==> src/rtl/nileswan_pkg.sv <==
// Shared constants for the cartridge interrupt block: register map, status bit
// positions and timer FSM states. Honours CART_IRQ_TIMER_EN for the valid IRQ bit mask.
package nileswan_pkg;

  localparam logic [7:0] ADDR_IRQ_ENABLE   = 8'hE6;
  localparam logic [7:0] ADDR_IRQ_STATUS   = 8'hE7;
  localparam logic [7:0] ADDR_TIMER_LO     = 8'hE8;
  localparam logic [7:0] ADDR_TIMER_HI     = 8'hE9;
  localparam logic [7:0] ADDR_TIMER_CTRL   = 8'hEA;
  localparam logic [7:0] ADDR_TIMER_CNT_LO = 8'hEB;
  localparam logic [7:0] ADDR_TIMER_CNT_HI = 8'hEC;

  localparam int IRQ_W        = 3;
  localparam int IRQ_SPI_DONE = 0;
  localparam int IRQ_TIMER    = 1;
  localparam int IRQ_MCU      = 2;

`ifdef CART_IRQ_TIMER_EN
  localparam logic [IRQ_W-1:0] IRQ_MASK = 3'b111;
`else
  localparam logic [IRQ_W-1:0] IRQ_MASK = 3'b101;
`endif

  typedef enum logic {
    TMR_IDLE = 1'b0,
    TMR_RUN  = 1'b1
  } tmr_state_t;

  function automatic logic [7:0] irq_byte(input logic [IRQ_W-1:0] v);
    return {{(8 - IRQ_W){1'b0}}, v};
  endfunction

endpackage

==> src/rtl/irq_timer.sv <==
// Prescaled 16-bit down-counter with IDLE/RUN control and a one-cycle underflow
// pulse. The prescaler wraps every 256 clocks and is cleared when the timer starts.
module irq_timer
  import nileswan_pkg::*;
(
  input  logic        i_clk,
  input  logic        i_rst,
  input  logic        i_lo_wr,
  input  logic        i_hi_wr,
  input  logic        i_ctrl_wr,
  input  logic [7:0]  i_wdata,
  output logic [15:0] o_reload,
  output logic [15:0] o_count,
  output logic [1:0]  o_ctrl,
  output logic        o_underflow
);

  logic [7:0]  r_pre;
  logic [15:0] r_reload;
  logic [15:0] r_count;
  logic        r_auto;
  logic        r_underflow;
  tmr_state_t  r_state;
  logic        w_tick;

  assign w_tick = (r_pre == 8'hFF);

  always_ff @(posedge i_clk) begin
    if (i_rst) begin
      r_pre       <= 8'h00;
      r_reload    <= 16'h0000;
      r_count     <= 16'h0000;
      r_auto      <= 1'b0;
      r_underflow <= 1'b0;
      r_state     <= TMR_IDLE;
    end else begin
      r_underflow <= 1'b0;
      r_pre       <= r_pre + 8'd1;
      if (i_lo_wr) r_reload[7:0]  <= i_wdata;
      if (i_hi_wr) r_reload[15:8] <= i_wdata;
      if (i_ctrl_wr) begin
        r_auto <= i_wdata[1];
        if (i_wdata[0]) begin
          r_count <= r_reload;
          r_pre   <= 8'h00;
          r_state <= TMR_RUN;
        end else begin
          r_state <= TMR_IDLE;
        end
      end else if (r_state == TMR_RUN && w_tick) begin
        // Terminal count is 1 so that reload 0 runs the full 65536 ticks via the 0->FFFF wrap
        if (r_count == 16'd1) begin
          r_underflow <= 1'b1;
          if (r_auto) begin
            r_count <= r_reload;
          end else begin
            r_count <= 16'h0000;
            r_state <= TMR_IDLE;
          end
        end else begin
          r_count <= r_count - 16'd1;
        end
      end
    end
  end

  assign o_reload    = r_reload;
  assign o_count     = r_count;
  assign o_ctrl      = {r_auto, (r_state == TMR_RUN)};
  assign o_underflow = r_underflow;

endmodule

==> src/rtl/cart_irq_ctrl.sv <==
// Cartridge interrupt controller: SPI-done / timer / MCU status with W1C, enable mask
// and a registered active-low interrupt. Define CART_IRQ_TIMER_EN to build the timer.
module cart_irq_ctrl
  import nileswan_pkg::*;
(
  input  logic       FastClk,
  input  logic       Reset,
  input  logic       RegWrite,
  input  logic [7:0] RegAddr,
  input  logic [7:0] WriteData,
  output logic [7:0] RegOut,
  output logic       RegAck,
  input  logic       SpiBusy,
  input  logic       McuReq,
  output logic       nCartInt
);

  logic [IRQ_W-1:0] r_enable;
  logic [IRQ_W-1:0] r_status;
  logic             r_spi_prev;
  logic             r_mcu_prev;
  logic             r_nint;

  logic             w_en_wr;
  logic             w_st_wr;
  logic [IRQ_W-1:0] w_w1c;
  logic [IRQ_W-1:0] w_events;
  logic             w_underflow;

  assign w_en_wr = RegWrite && (RegAddr == ADDR_IRQ_ENABLE);
  assign w_st_wr = RegWrite && (RegAddr == ADDR_IRQ_STATUS);
  assign w_w1c   = w_st_wr ? WriteData[IRQ_W-1:0] : '0;

`ifdef CART_IRQ_TIMER_EN
  logic [15:0] w_reload;
  logic [15:0] w_count;
  logic [1:0]  w_ctrl;

  irq_timer u_timer (
    .i_clk       (FastClk),
    .i_rst       (Reset),
    .i_lo_wr     (RegWrite && (RegAddr == ADDR_TIMER_LO)),
    .i_hi_wr     (RegWrite && (RegAddr == ADDR_TIMER_HI)),
    .i_ctrl_wr   (RegWrite && (RegAddr == ADDR_TIMER_CTRL)),
    .i_wdata     (WriteData),
    .o_reload    (w_reload),
    .o_count     (w_count),
    .o_ctrl      (w_ctrl),
    .o_underflow (w_underflow)
  );
`else
  logic w_unused_wdata;
  assign w_unused_wdata = ^WriteData[7:IRQ_W];
  assign w_underflow    = 1'b0;
`endif

  always_comb begin
    w_events               = '0;
    w_events[IRQ_SPI_DONE] = r_spi_prev & ~SpiBusy;
    w_events[IRQ_TIMER]    = w_underflow;
    w_events[IRQ_MCU]      = ~r_mcu_prev & McuReq;
  end

  always_ff @(posedge FastClk) begin
    if (Reset) begin
      r_enable   <= '0;
      r_status   <= '0;
      r_spi_prev <= 1'b0;
      r_mcu_prev <= 1'b1;
      r_nint     <= 1'b1;
    end else begin
      r_spi_prev <= SpiBusy;
      r_mcu_prev <= McuReq;
      if (w_en_wr) r_enable <= WriteData[IRQ_W-1:0] & IRQ_MASK;
      // An event in the same cycle as its W1C wins: clear first, then OR in events
      r_status   <= ((r_status & ~w_w1c) | w_events) & IRQ_MASK;
      r_nint     <= ~|(r_status & r_enable);
    end
  end

  assign nCartInt = r_nint;

  always_comb begin
    RegOut = 8'h00;
    RegAck = 1'b0;
    case (RegAddr)
      ADDR_IRQ_ENABLE: begin RegAck = 1'b1; RegOut = irq_byte(r_enable); end
      ADDR_IRQ_STATUS: begin RegAck = 1'b1; RegOut = irq_byte(r_status); end
`ifdef CART_IRQ_TIMER_EN
      ADDR_TIMER_LO:     begin RegAck = 1'b1; RegOut = w_reload[7:0];   end
      ADDR_TIMER_HI:     begin RegAck = 1'b1; RegOut = w_reload[15:8];  end
      ADDR_TIMER_CTRL:   begin RegAck = 1'b1; RegOut = {6'b0, w_ctrl};  end
      ADDR_TIMER_CNT_LO: begin RegAck = 1'b1; RegOut = w_count[7:0];    end
      ADDR_TIMER_CNT_HI: begin RegAck = 1'b1; RegOut = w_count[15:8];   end
`endif
      default: ;
    endcase
  end

endmodule

==> config.mk <==
export PLATFORM = sky130hd
export DESIGN_NAME = cart_irq_ctrl
export DESIGN_NICKNAME = d
export VERILOG_FILES = /design/src/rtl/nileswan_pkg.sv /design/src/rtl/irq_timer.sv /design/src/rtl/cart_irq_ctrl.sv
export SDC_FILE = /design/constraint.sdc
export NUM_CORES = 1
export LEC_CHECK = 0
export BUFFER_PORTS_ARGS = -buffer_cell sky130_fd_sc_hd__buf_4
export CORE_AREA = 8 8 45 47
export DETAILED_ROUTE_END_ITERATION = 10
export DIE_AREA = 0 0 53 55
export GPL_TIMING_DRIVEN = 0
export PLACE_DENSITY = 0.76
export SLEW_MARGIN = 20
export SYNTH_ARGS = -nofsm -noshare
export SYNTH_HDL_FRONTEND = slang
export SYNTH_SLANG_ARGS = --single-unit
==> constraint.sdc <==
create_clock -name FastClk -period 1.2 [get_ports FastClk]
set_clock_uncertainty 0.2 [all_clocks]
set_input_delay 0.06 -clock FastClk [delete_from_list [all_inputs] [get_ports FastClk]]
set_output_delay 0.06 -clock FastClk [all_outputs]
set_load 0.05 [all_outputs]
Yosys cells after proc, flatten, opt, wreduce, memory -nomap -nowiden --
Index checks and enable logic that the tools add are counted.
Word-level totals: bits in registers 8, input bits 21, output and inout bits 10, logic and storage cells 24
Cells by class: eq/ne operators 2, reductions and logical operators 5, muxes and demuxes 3, bitwise operators 8
Operators by type and width (number):
- equality test 8 bit, second input constant | 2
- AND 3 bit | 2
- case mux 3 bit (2 select lines) | 1
- 2-to-1 mux 3 bit | 1
- inverter 3 bit | 1
- bitwise OR 3 bit | 1
- OR reduction 3 bit | 1
- AND 1 bit | 2
- logical AND 1 bit | 2
- inverter 1 bit | 2
- OR reduction 2 bit | 1
- logical NOT 1 bit | 1
- 2-to-1 mux 1 bit | 1

Logic depth before layout (Yosys ltp) --
Gate-level depths: netlist (run 1).
depth after elaboration 6, gate-level depth with buffers 3, depth with buffers taken out 3

Worst setup path after synthesis (run 1) --
Ideal clock, no wire load.
path type flip-flop to output port, start point register r_status[0], end point output port RegOut[0], stages on the path, launching flop included 3, arrival 1.441 ns, slack -0.501 ns, data required time 0.940 ns, buffers on the path 0, path through dfxtp_1 mux2i_1 nor3_1
Between the ends: word-level cells in the longest chain between the ends 1
RTL lines:
- from (decl) | line cart_irq_ctrl.sv:19 | logic [IRQ_W-1:0] r_status;
- from (signal assigned) | line cart_irq_ctrl.sv:76 | r_status <= ((r_status & ~w_w1c) | w_events) & IRQ_MASK;
- case mux 3 bit (2 select lines) | line cart_irq_ctrl.sv:86 | case (RegAddr)
- to (decl) | line cart_irq_ctrl.sv:11 | output logic [7:0] RegOut,
No other way between the ends.

Worst setup path after layout (run 1) --
start point register r_enable[0], end point output port RegOut[0]
Between the ends: word-level cells in the longest chain between the ends 1
RTL lines:
- from (decl) | line cart_irq_ctrl.sv:18 | logic [IRQ_W-1:0] r_enable;
- from (signal assigned) | line cart_irq_ctrl.sv:74 | if (w_en_wr) r_enable <= WriteData[IRQ_W-1:0] & IRQ_MASK;
- case mux 3 bit (2 select lines) | line cart_irq_ctrl.sv:86
No other way between the ends.

==> metrics.csv, run 1 <==
metric;value;unit
outcome;finished with violations;
failed_checks;hold timing, setup timing;
path_buf_inv;1;
leakagePower;0.3399;nW
fmax;799.9;MHz
wl_met1;340;um
antenna_cells;0;
grt_pass1_vias;410;
syn2layout_area_growth;71.73;%
root_buffer;clkbuf_4;
utilization;52.17;%
rr_worst_depth;2;
io_buffers;18;
die_w;53;um
timing.rr.start;r_enable[0]$_SDFFE_PP0P_;
drt-total-wl;1033;um
drc;0;
cts_made_buffers;3;
hold_path.class;input port to register;
drv_slew;0;
worstSetupEndpointType;output pin;
worstPathArrival;0.99;ns
async_reset_ff_share;0;%
whs;-0.1303;ns
dr.pass1.iters;3;
highest_layer;met4;
finalNetCount;96;
cp-start-kind;register;
worstPathRequired;0.94;ns
crit_fanout;3;
power-per-cell-area;857.7;mW/mm^2
dr_total_vias;386;
place_congestion;0.7304;
setup_viol;2;
peakVddDrop;0.4728;mV
synth_area_per_cell;10.25;um^2
routed-wl-met3;206;um
final-hold-violation-count;4;
maxCapViolCount;0;
htree_levels;1;
hold_buffers;6;
wl_met2;474;um
cp_top_family;flip-flops;
drt_iter0_markers;3;
fin_crit;1.250;ns
synth_area;420.4;um^2
grt_pass1_wl;1662;um
dpl.cell_count;80;
core;0.001384;mm^2
cts_tree;done;
grt_max_degree;10;
netlist_top_cells_count;dfxtp_1, buf_4, nor2b_1;
detail-route-antenna-nets;0;
yosysTopAreaCell;dfxtp_1;
ys_seq_elements;7;
cp_slowest_stage_delay;0.35;ns
dieArea;0.002915;mm^2
finalCritPeriodShare;104.2;%
startpoint;r_enable[0]$_SDFFE_PP0P_;
viasPerCell;4.289;
cts_buffer_depth;2;
die_h;55;um
clkSinkCount;7;
io_pins;31;
ff2ff_setup_slack;0.19;ns
critical_path_class;register to output pin;
grt_usage;7.823;%
synth_area_leaders;dfxtp_1, buf_4, mux2i_1, nor2b_1, nand2b_1;
avgRoutedWirePerCell;11.48;um
synthFlopType;dfxtp_1;
crit_path_end;RegOut[0];
fillers;122;
rsz0062_at_grt;yes;
worst_slack;-0.05012;ns
yosys_warnings;0;
synth_edf_count;0;
drive_gt1_share;56.76;%
crit_chain;mux2i_2 > nor3_2 > buf_6;
r2r-end;nCartInt$_SDFF_PP1_;
cp_num_cells;3;
clk_latency;0.25;ns
post_cts_buffers;0;
clkTransAtPathRegs;0.05;ns
antenna_found_initial;0;
dp_slack;0.03047;ns
grt_overflow;0;
seq_area_frac_synth;33.33;%
start_util;30.38;%
syn_inst;41;
stdcell_count;90;
critPathSlowestCell;dfxtp_2;
yosys.area.top_type_share;33.33;%
synth.most_common_cell;dfxtp_1;
synth_cell_types;16;
num_rows;14;
flip-flops by register name (all words and copies together), names as in the netlist:
name and count:
r_enable 2, r_status 2, nCartInt 1, r_mcu_prev 1
r_spi_prev 1
cell type report:
type	count	area (um^2)	area share (%)
multi-input combinational	32	276.5	38.30
inverter	1	3.754	0.5199
buffer	6	45.04	6.239
clock buffer	4	26.28	3.640
timing repair buffer	24	205.2	28.42
sequential	7	145.1	20.10
tap	16	20.02	2.773
metrics by stage:
stage	hold slack, ns	area (um^2)	TNS (ns)	total power, W
detailed placement	0.06043	611.8	0	0.0003876
global route	-0.1134	721.9	-0.1711	0.0006481
CTS	-0.1346	710.7	-0.1082	0.0006207
finish	-0.1303	721.9	-0.08110	0.0006192
floorplan	-0.06839	456.7	-0.1555	0.0003360
global placement	0.05624	611.8	0	0.0003856
metal layers:
metal	vias to the layer above	track usage, %
met1	168	5.793
met4	0	5.172
met3	2	5.348
li1	196	-
met5	-	0
met2	20	14.26
how the worst min path moves through the flow:
| stage | endpoint | depth (start not counted) | startpoint |
|---|---|---|---|
| floorplan | r_spi_prev$_SDFF_PP0_ | 1 | Reset |
| finish | r_status[0]$_SDFF_PP0_ | 2 | RegAddr[0] |
| global placement | r_mcu_prev$_SDFF_PP1_ | 2 | McuReq |
| detailed placement | r_mcu_prev$_SDFF_PP1_ | 2 | McuReq |
| CTS | r_status[0]$_SDFF_PP0_ | 2 | RegAddr[0] |
| global route | r_status[0]$_SDFF_PP0_ | 2 | RegAddr[0] |
worst register-to-register path: cells and delay by family (launching register included):
kind | cells | cell delay (ns)
compound gates | 1 | 0.09
simple gates | 1 | 0.27
flops | 1 | 0.35
report_power, final:
group          switching [W]  internal (W)
Clock              0.0000885      0.000127
Sequential        0.00000396      0.000241
Combinational      0.0000809     0.0000781
Total               0.000173      0.000446
timing repair:
item / in CTS / in global routing
resized for setup: 6 / 4
endpoints found under the hold margin: 7 / 4
setup endpoints to repair: 2 / 4
logic make-up (layout without fill, tap and decap cells):
kind of cell / after synthesis / count (layout) / synth area share [%]
AND/OR/NAND/NOR: 17 / 17 / 35.12
buffers and inverters: 7 / 35 / 11.61
other: 1 / 6 / 0.8920
multiplexers: 4 / 4 / 9.524
flip-flops: 7 / 7 / 33.33
AO/OA/AOI/OAI: 5 / 5 / 9.524
layout by cell type, fill, tap and decap left out:
cell type       instances
buf_6                   2
inv_1                   1
mux2i_1                 3
buf_4                  22
nor4_4                  1
dlygate4sd3_1           5
nor2_4                  1
nand4b_4                1
o21bai_1                2
mux2i_2                 1
clkbuf_4                3
or2_2                   2
a22oi_1                 1
nor3_2                  2
dfxtp_1                 3
nor2b_2                 2
nor2b_1                 3
dfxtp_2                 4
dlymetal6s4s_1          1
conb_1                  6
nand2b_1                4
clkbuf_1                1
nand3b_4                1
a41oi_1                 2
(Power assumes the default switching activity.)
==> run 2, diff against run 1 <==
--- a/config.mk
+++ b/config.mk
@@ -5,12 +5,13 @@
 export SDC_FILE = /design/constraint.sdc
 export NUM_CORES = 1
 export LEC_CHECK = 0
+export ABC_AREA = 1
 export BUFFER_PORTS_ARGS = -buffer_cell sky130_fd_sc_hd__buf_4
 export CORE_AREA = 8 8 45 47
 export DETAILED_ROUTE_END_ITERATION = 10
 export DIE_AREA = 0 0 53 55
 export GPL_TIMING_DRIVEN = 0
-export PLACE_DENSITY = 0.76
+export PLACE_DENSITY = 0.74
 export SLEW_MARGIN = 20
 export SYNTH_ARGS = -nofsm -noshare
 export SYNTH_HDL_FRONTEND = slang
==> metrics.csv, run 2 <==
metric;value;unit;change
outcome;finished clean;;was finished with violations
fin_area;694.4;um^2;was 721.9 um^2
drive_gt1_share;46.15;%;was 56.76%
yosysTopAreaCell;dfxtp_1;;unchanged
mostFrequentLayoutCells;buf_4, nand2_1, inv_1;;was buf_4, conb_1, dlygate4sd3_1
rsz0062_at_grt;yes;;unchanged
cts_made_buffers;3;;unchanged
worstSetupEndpointType;output pin;;unchanged
crit_fanout;2;;was 3
p_total;0.0005972;W;was 0.0006192 W
cts_tree;done;;unchanged
ys_seq_elements;7;;unchanged
io_pins;31;;unchanged
dr_total_vias;449;;was 386
die_w;53;um;unchanged
dieArea;0.002915;mm^2;unchanged
whs;0.005993;ns;was -0.1303 ns
synth_area_per_cell;7.002;um^2;was 10.25 um^2
die_h;55;um;unchanged
placed_cell_area;573.1;um^2;was 611.8 um^2
yosys_warnings;0;;unchanged
synth.most_common_cell;nand2_1;;was dfxtp_1
power-per-cell-area;860.0;mW/mm^2;was 857.7 mW/mm^2
syn2layout_area_growth;73.98;%;was 71.73%
synth_cell_types;16;;unchanged
root_buffer;clkbuf_4;;unchanged
grt_pass1_vias;423;;was 410
grt_pass1_wl;1642;um;was 1662 um
num_rows;14;;unchanged
htree_levels;1;;unchanged
fin_crit;1.199;ns;was 1.250 ns
drv_slew;0;;unchanged
leakagePower;0.3470;nW;was 0.3399 nW
grt_overflow;0;;unchanged
clk_latency;0.24;ns;was 0.25 ns
worstPathArrival;0.94;ns;was 0.99 ns
post-dp-hpwl;849.6;um;
synth_area_leaders;dfxtp_1, nand2_1, buf_4, inv_1, nor2_1;;was dfxtp_1, buf_4, mux2i_1, nor2b_1, nand2b_1
antenna_found_initial;0;;unchanged
start_util;28.84;%;was 30.38%
drt-total-wl;1094;um;was 1033 um
drt_iter0_markers;14;;was 3
utilization;50.18;%;was 52.17%
fillers;138;;was 122
yosys.area.top_type_share;35.11;%;was 33.33%
critical_path_class;register to output pin;;unchanged
maxCapViolCount;0;;unchanged
synth_edf_count;0;;unchanged
cts_buffer_depth;2;;unchanged
async_reset_ff_share;0;%;unchanged
final_common_cell;buf_4;;unchanged
grt_usage;7.549;%;was 7.823%
core;0.001384;mm^2;unchanged
stdcell_count;107;;was 90
avgRoutedWirePerCell;10.22;um;was 11.48 um
detail-route-antenna-nets;0;;unchanged
netlist_top_cells_count;nand2_1, inv_1, dfxtp_1;;was dfxtp_1, buf_4, nor2b_1
finalCritPeriodShare;99.89;%;was 104.2%
viasPerCell;4.196;;was 4.289
final-hold-violation-count;0;;was 4
synth_area;399.1;um^2;was 420.4 um^2
worstPathRequired;0.94;ns;about the same
io_buffers;18;;unchanged
peakVddDrop;0.6335;mV;was 0.4728 mV
clkSinkCount;7;;unchanged
clkTransAtPathRegs;0.05;ns;about the same
cp-start-kind;register;;unchanged
syn_inst;57;;was 41
drc;0;;unchanged
hold_path.class;input port to register;;unchanged
seq_area_frac_synth;35.11;%;was 33.33%
place_congestion;0.7419;;was 0.7304
synthFlopType;dfxtp_1;;unchanged
fmax;834.2;MHz;was 799.9 MHz
top_regs;r_enable (2), r_status (2);;unchanged
finalNetCount;113;;was 96
antenna_cells;0;;unchanged
setup_viol;0;;was 2
dpl.cell_count;96;;was 80
dr.pass1.iters;5;;was 3
grt_max_degree;6;;was 10
[run 2: where the power goes]
| group | leakage [nW] | internal [W] | switching, W | total, W |
|---|---|---|---|---|
| clock | 0.0150 | 0.000126 | 0.0000766 | 0.000203 |
| combinational | 0.274 | 0.0000679 | 0.0000826 | 0.000150 |
| sequential | 0.0581 | 0.000241 | 0.00000297 | 0.000244 |
[run 2: layout make-up]
| class | instances | area (um^2) | share of cell area (%) |
|---|---|---|---|
| Timing Repair Buffer | 25 | 210.2 | 30.27 |
| Multi-Input combinational cell | 39 | 212.7 | 30.63 |
| Clock buffer | 4 | 26.28 | 3.784 |
| Inverter | 10 | 37.54 | 5.405 |
| Tap cell | 16 | 20.02 | 2.883 |
| Buffer | 6 | 45.04 | 6.486 |
| Sequential cell | 7 | 142.6 | 20.54 |
[run 2: kinds of logic (layout without fill, tap and decap cells)]
kind of cell	after synthesis	in the layout	share of synthesized area, %
buffers and inverters	16	45	20.69
and+or+nand+nor	28	28	36.05
DFF	7	7	35.11
other	1	6	0.9395
AOI/OAI and AO/OA	5	5	7.211
[run 2: layer usage]
layer,global-route usage [%],up-vias,wire (um)
li1,-,230,-
met5,0,-,0
met1,6.250,185,377
met2,14.84,30,520
met4,1.293,0,43
met3,4.813,4,153
[run 2: stage by stage]
stage               setup slack, ns   TNS, ns
floorplan                   -0.2305   -0.4609
global placement            0.04458         0
detailed placement          0.01196         0
CTS                        -0.03540  -0.04189
global route               -0.06395   -0.1345
finish                     0.001299         0
[run 2: timing repair]
action / 4_1_cts / 5_1_grt
setup buffers: 1 / 0
hold endpoints to repair: 7 / 0
pin swaps: 2 / 1
endpoints found under the setup margin: 2 / 2
hold buffers: 6 / 0
gates resized for setup: 6 / 4
[run 2: worst paths after layout]
kind	startpoint	end	slack, ns	cells past startpoint
worst min register to register	r_spi_prev$_SDFF_PP0_	r_status[0]$_SDFF_PP0_	0.23	2
worst min-delay path	RegAddr[0]	r_enable[0]$_SDFFE_PP0P_	0.006	5
worst max register to register	r_status[0]$_SDFF_PP0_	nCartInt$_SDFF_PP1_	0.18	4
worst max-delay path	r_status[0]$_SDFF_PP0_	RegOut[0]	0.001	3
[run 2: worst max-delay path: stages (launching register included)]
cell and delay, ns:
dfxtp_2 0.33, inv_2 0.04, o22ai_2 0.15, buf_6 0.18
==> run 3, diff against run 2 <==
==> constraint.sdc (replaced) <==
create_clock -name FastClk -period 1.5 [get_ports FastClk]
set_clock_uncertainty 0.2 [all_clocks]
set_input_delay 0.075 -clock FastClk [delete_from_list [all_inputs] [get_ports FastClk]]
set_output_delay 0.075 -clock FastClk [all_outputs]
set_load 0.05 [all_outputs]
==> metrics.csv, run 3 (synthesized netlist as in run 2, its figures left out) <==
metric;value;unit;change
viasPerCell;4.065;;was 4.196
setup_viol;0;;unchanged
mostFrequentLayoutCells;buf_4, nand2_1, inv_1;;unchanged
final-hold-violation-count;0;;unchanged
grt_pass1_wl;1821;um;was 1642 um
root_buffer;clkbuf_4;;unchanged
crit_chain;dlygate4sd3_1 > buf_4 > a21oi_1 > dlygate4sd3_1;;was inv_2 > o22ai_2 > buf_6
fmax;699.8;MHz;
hp-start;RegWrite;;was RegAddr[0]
grt_max_degree;6;;unchanged
timing.rr.start;r_status[0]$_SDFF_PP0_;;unchanged
core;0.001384;mm^2;unchanged
crit_fanout;4;;was 2
worstSetupEndpointType;register;;was output pin
use_met2;16.21;%;was 14.84%
detail-route-antenna-nets;0;;unchanged
fillers;143;;was 138
final_common_cell;buf_4;;unchanged
cts_buffer_depth;2;;unchanged
crit_top_cell;dlygate4sd3_1;;
dpl.cell_count;96;;unchanged
antenna_cells;0;;unchanged
clkSinkCount;7;;unchanged
stdcell_count;107;;unchanged
multiInputGateArea;195.2;um^2;was 212.7 um^2
peakVddDrop;0.4986;mV;was 0.6335 mV
top_regs;r_enable (2), r_status (2);;unchanged
clkTransAtPathRegs;0.05;ns;about the same
cts_resized;0;;was 6
hold-path-cell-count;4;;was 5
die_h;55;um;unchanged
ff2ff_setup_slack;0.20;ns;was 0.18 ns
rsz0062_at_grt;no;;was yes
finalCritPeriodShare;95.27;%;
fin_crit;1.429;ns;
path_buf_inv;3;;was 2
cts_tree;done;;unchanged
place_congestion;0.7419;;unchanged
tns;0;ns;unchanged
outcome;finished clean;;unchanged
cp-start-kind;input port;;was register
drt-total-wl;1086;um;was 1094 um
cp_num_cells;4;;was 3
hold_buffers;7;;was 6
drt_iter0_markers;8;;was 14
seq_area;140.1;um^2;was 142.6 um^2
maxCapViolCount;0;;unchanged
cts_made_buffers;3;;unchanged
dr.pass1.iters;2;;was 5
placed_cell_area;573.1;um^2;unchanged
r2r-end;r_status[0]$_SDFF_PP0_;;was nCartInt$_SDFF_PP1_
worstPathRequired;1.49;ns;was 0.94 ns
grt_usage;8.151;%;was 7.549%
grt.busiest_layer;met2;;unchanged
grt_pass1_vias;472;;was 423
fin_area;669.4;um^2;was 694.4 um^2
start_util;28.84;%;unchanged
hold_path.class;input port to register;;unchanged
clk_latency;0.24;ns;about the same
drive_gt1_share;36.26;%;was 46.15%
io_buffers;18;;unchanged
startpoint;Reset;;was r_status[0]$_SDFF_PP0_
worstPathArrival;1.42;ns;was 0.94 ns
dieArea;0.002915;mm^2;unchanged
post_cts_buffers;0;;was 1
dr_total_vias;435;;was 449
grtUsageMet1;6.860;%;was 6.250%
cp_top_family;buffers and inverters;;was flip-flops
holdPathEnd;r_enable[2]$_SDFFE_PP0P_;;was r_enable[0]$_SDFFE_PP0P_
antenna_found_initial;0;;unchanged
die_w;53;um;unchanged
use_met3;4.813;%;unchanged
critical_path_class;input port to register;;was register to output pin
avgRoutedWirePerCell;10.15;um;was 10.22 um
dp_slack;0.2820;ns;was 0.01196 ns
leakagePower;0.3449;nW;was 0.3470 nW
io_pins;31;;unchanged
post-dp-hpwl;849.6;um;unchanged
htree_levels;1;;unchanged
drc;0;;unchanged
num_rows;14;;unchanged
critPathSlowestCell;dlygate4sd3_1;;was dfxtp_2
drv_slew;0;;unchanged
p_total;0.0004746;W;was 0.0005972 W
rr_worst_depth;3;;was 4
worst_slack;0.07092;ns;was 0.001299 ns
grt_overflow;0;;unchanged
power-per-cell-area;709.0;mW/mm^2;was 860.0 mW/mm^2
syn2layout_area_growth;67.71;%;was 73.98%
finalNetCount;113;;unchanged
cp_slowest_stage_delay;0.55;ns;was 0.33 ns
[run 3: area by class of cell]
type,instances,share of cell area (%)
well taps,16,2.991
repair buffers,25,30.65
clock buffers,4,3.925
inverters,10,5.607
multi-input cells,39,29.16
plain buffers,6,6.729
flip-flops and latches,7,20.93
[run 3: how the worst max path moves through the flow]
stage | end | slack, ns
2_1_floorplan | RegOut[0] | 0.04
3_3_place_gp | RegOut[2] | 0.31
3_5_place_dp | RegOut[2] | 0.28
4_1_cts | r_status[0]$_SDFF_PP0_ | 0.10
5_1_grt | r_status[0]$_SDFF_PP0_ | 0.06
6_report | r_status[0]$_SDFF_PP0_ | 0.07
[run 3: metal layers]
layer  vias to the layer above  wire [um]  share of wire [%]
met5                         -          0                  0
met2                        18        538                 50
met3                         0        149                 14
met1                       187        397                 37
met4                         0          0                  0
li1                        230          -                  -
[run 3: tightest hold or removal path: stages]
cell	delay [ns]
buf_4	0.12
nand3_2	0.10
nor2_1	0.05
nor2_1	0.09
[run 3: where the power goes]
group,leakage (nW),internal [W],switching [W],total (W)
registers,0.0573,0.000192,0.00000189,0.000194
logic,0.273,0.0000539,0.0000643,0.000118
clock network,0.0150,0.000101,0.0000614,0.000162
total,0.345,0.000347,0.000128,0.000475
[run 3: stage by stage]
stage	hold WS, ns	util (%)
after floorplan	-0.05593	-
after global placement	0.05713	41.41
after detailed placement	0.06439	41.41
after CTS	0.005297	48.37
after global routing	0.02741	48.37
final	0.03347	48.37
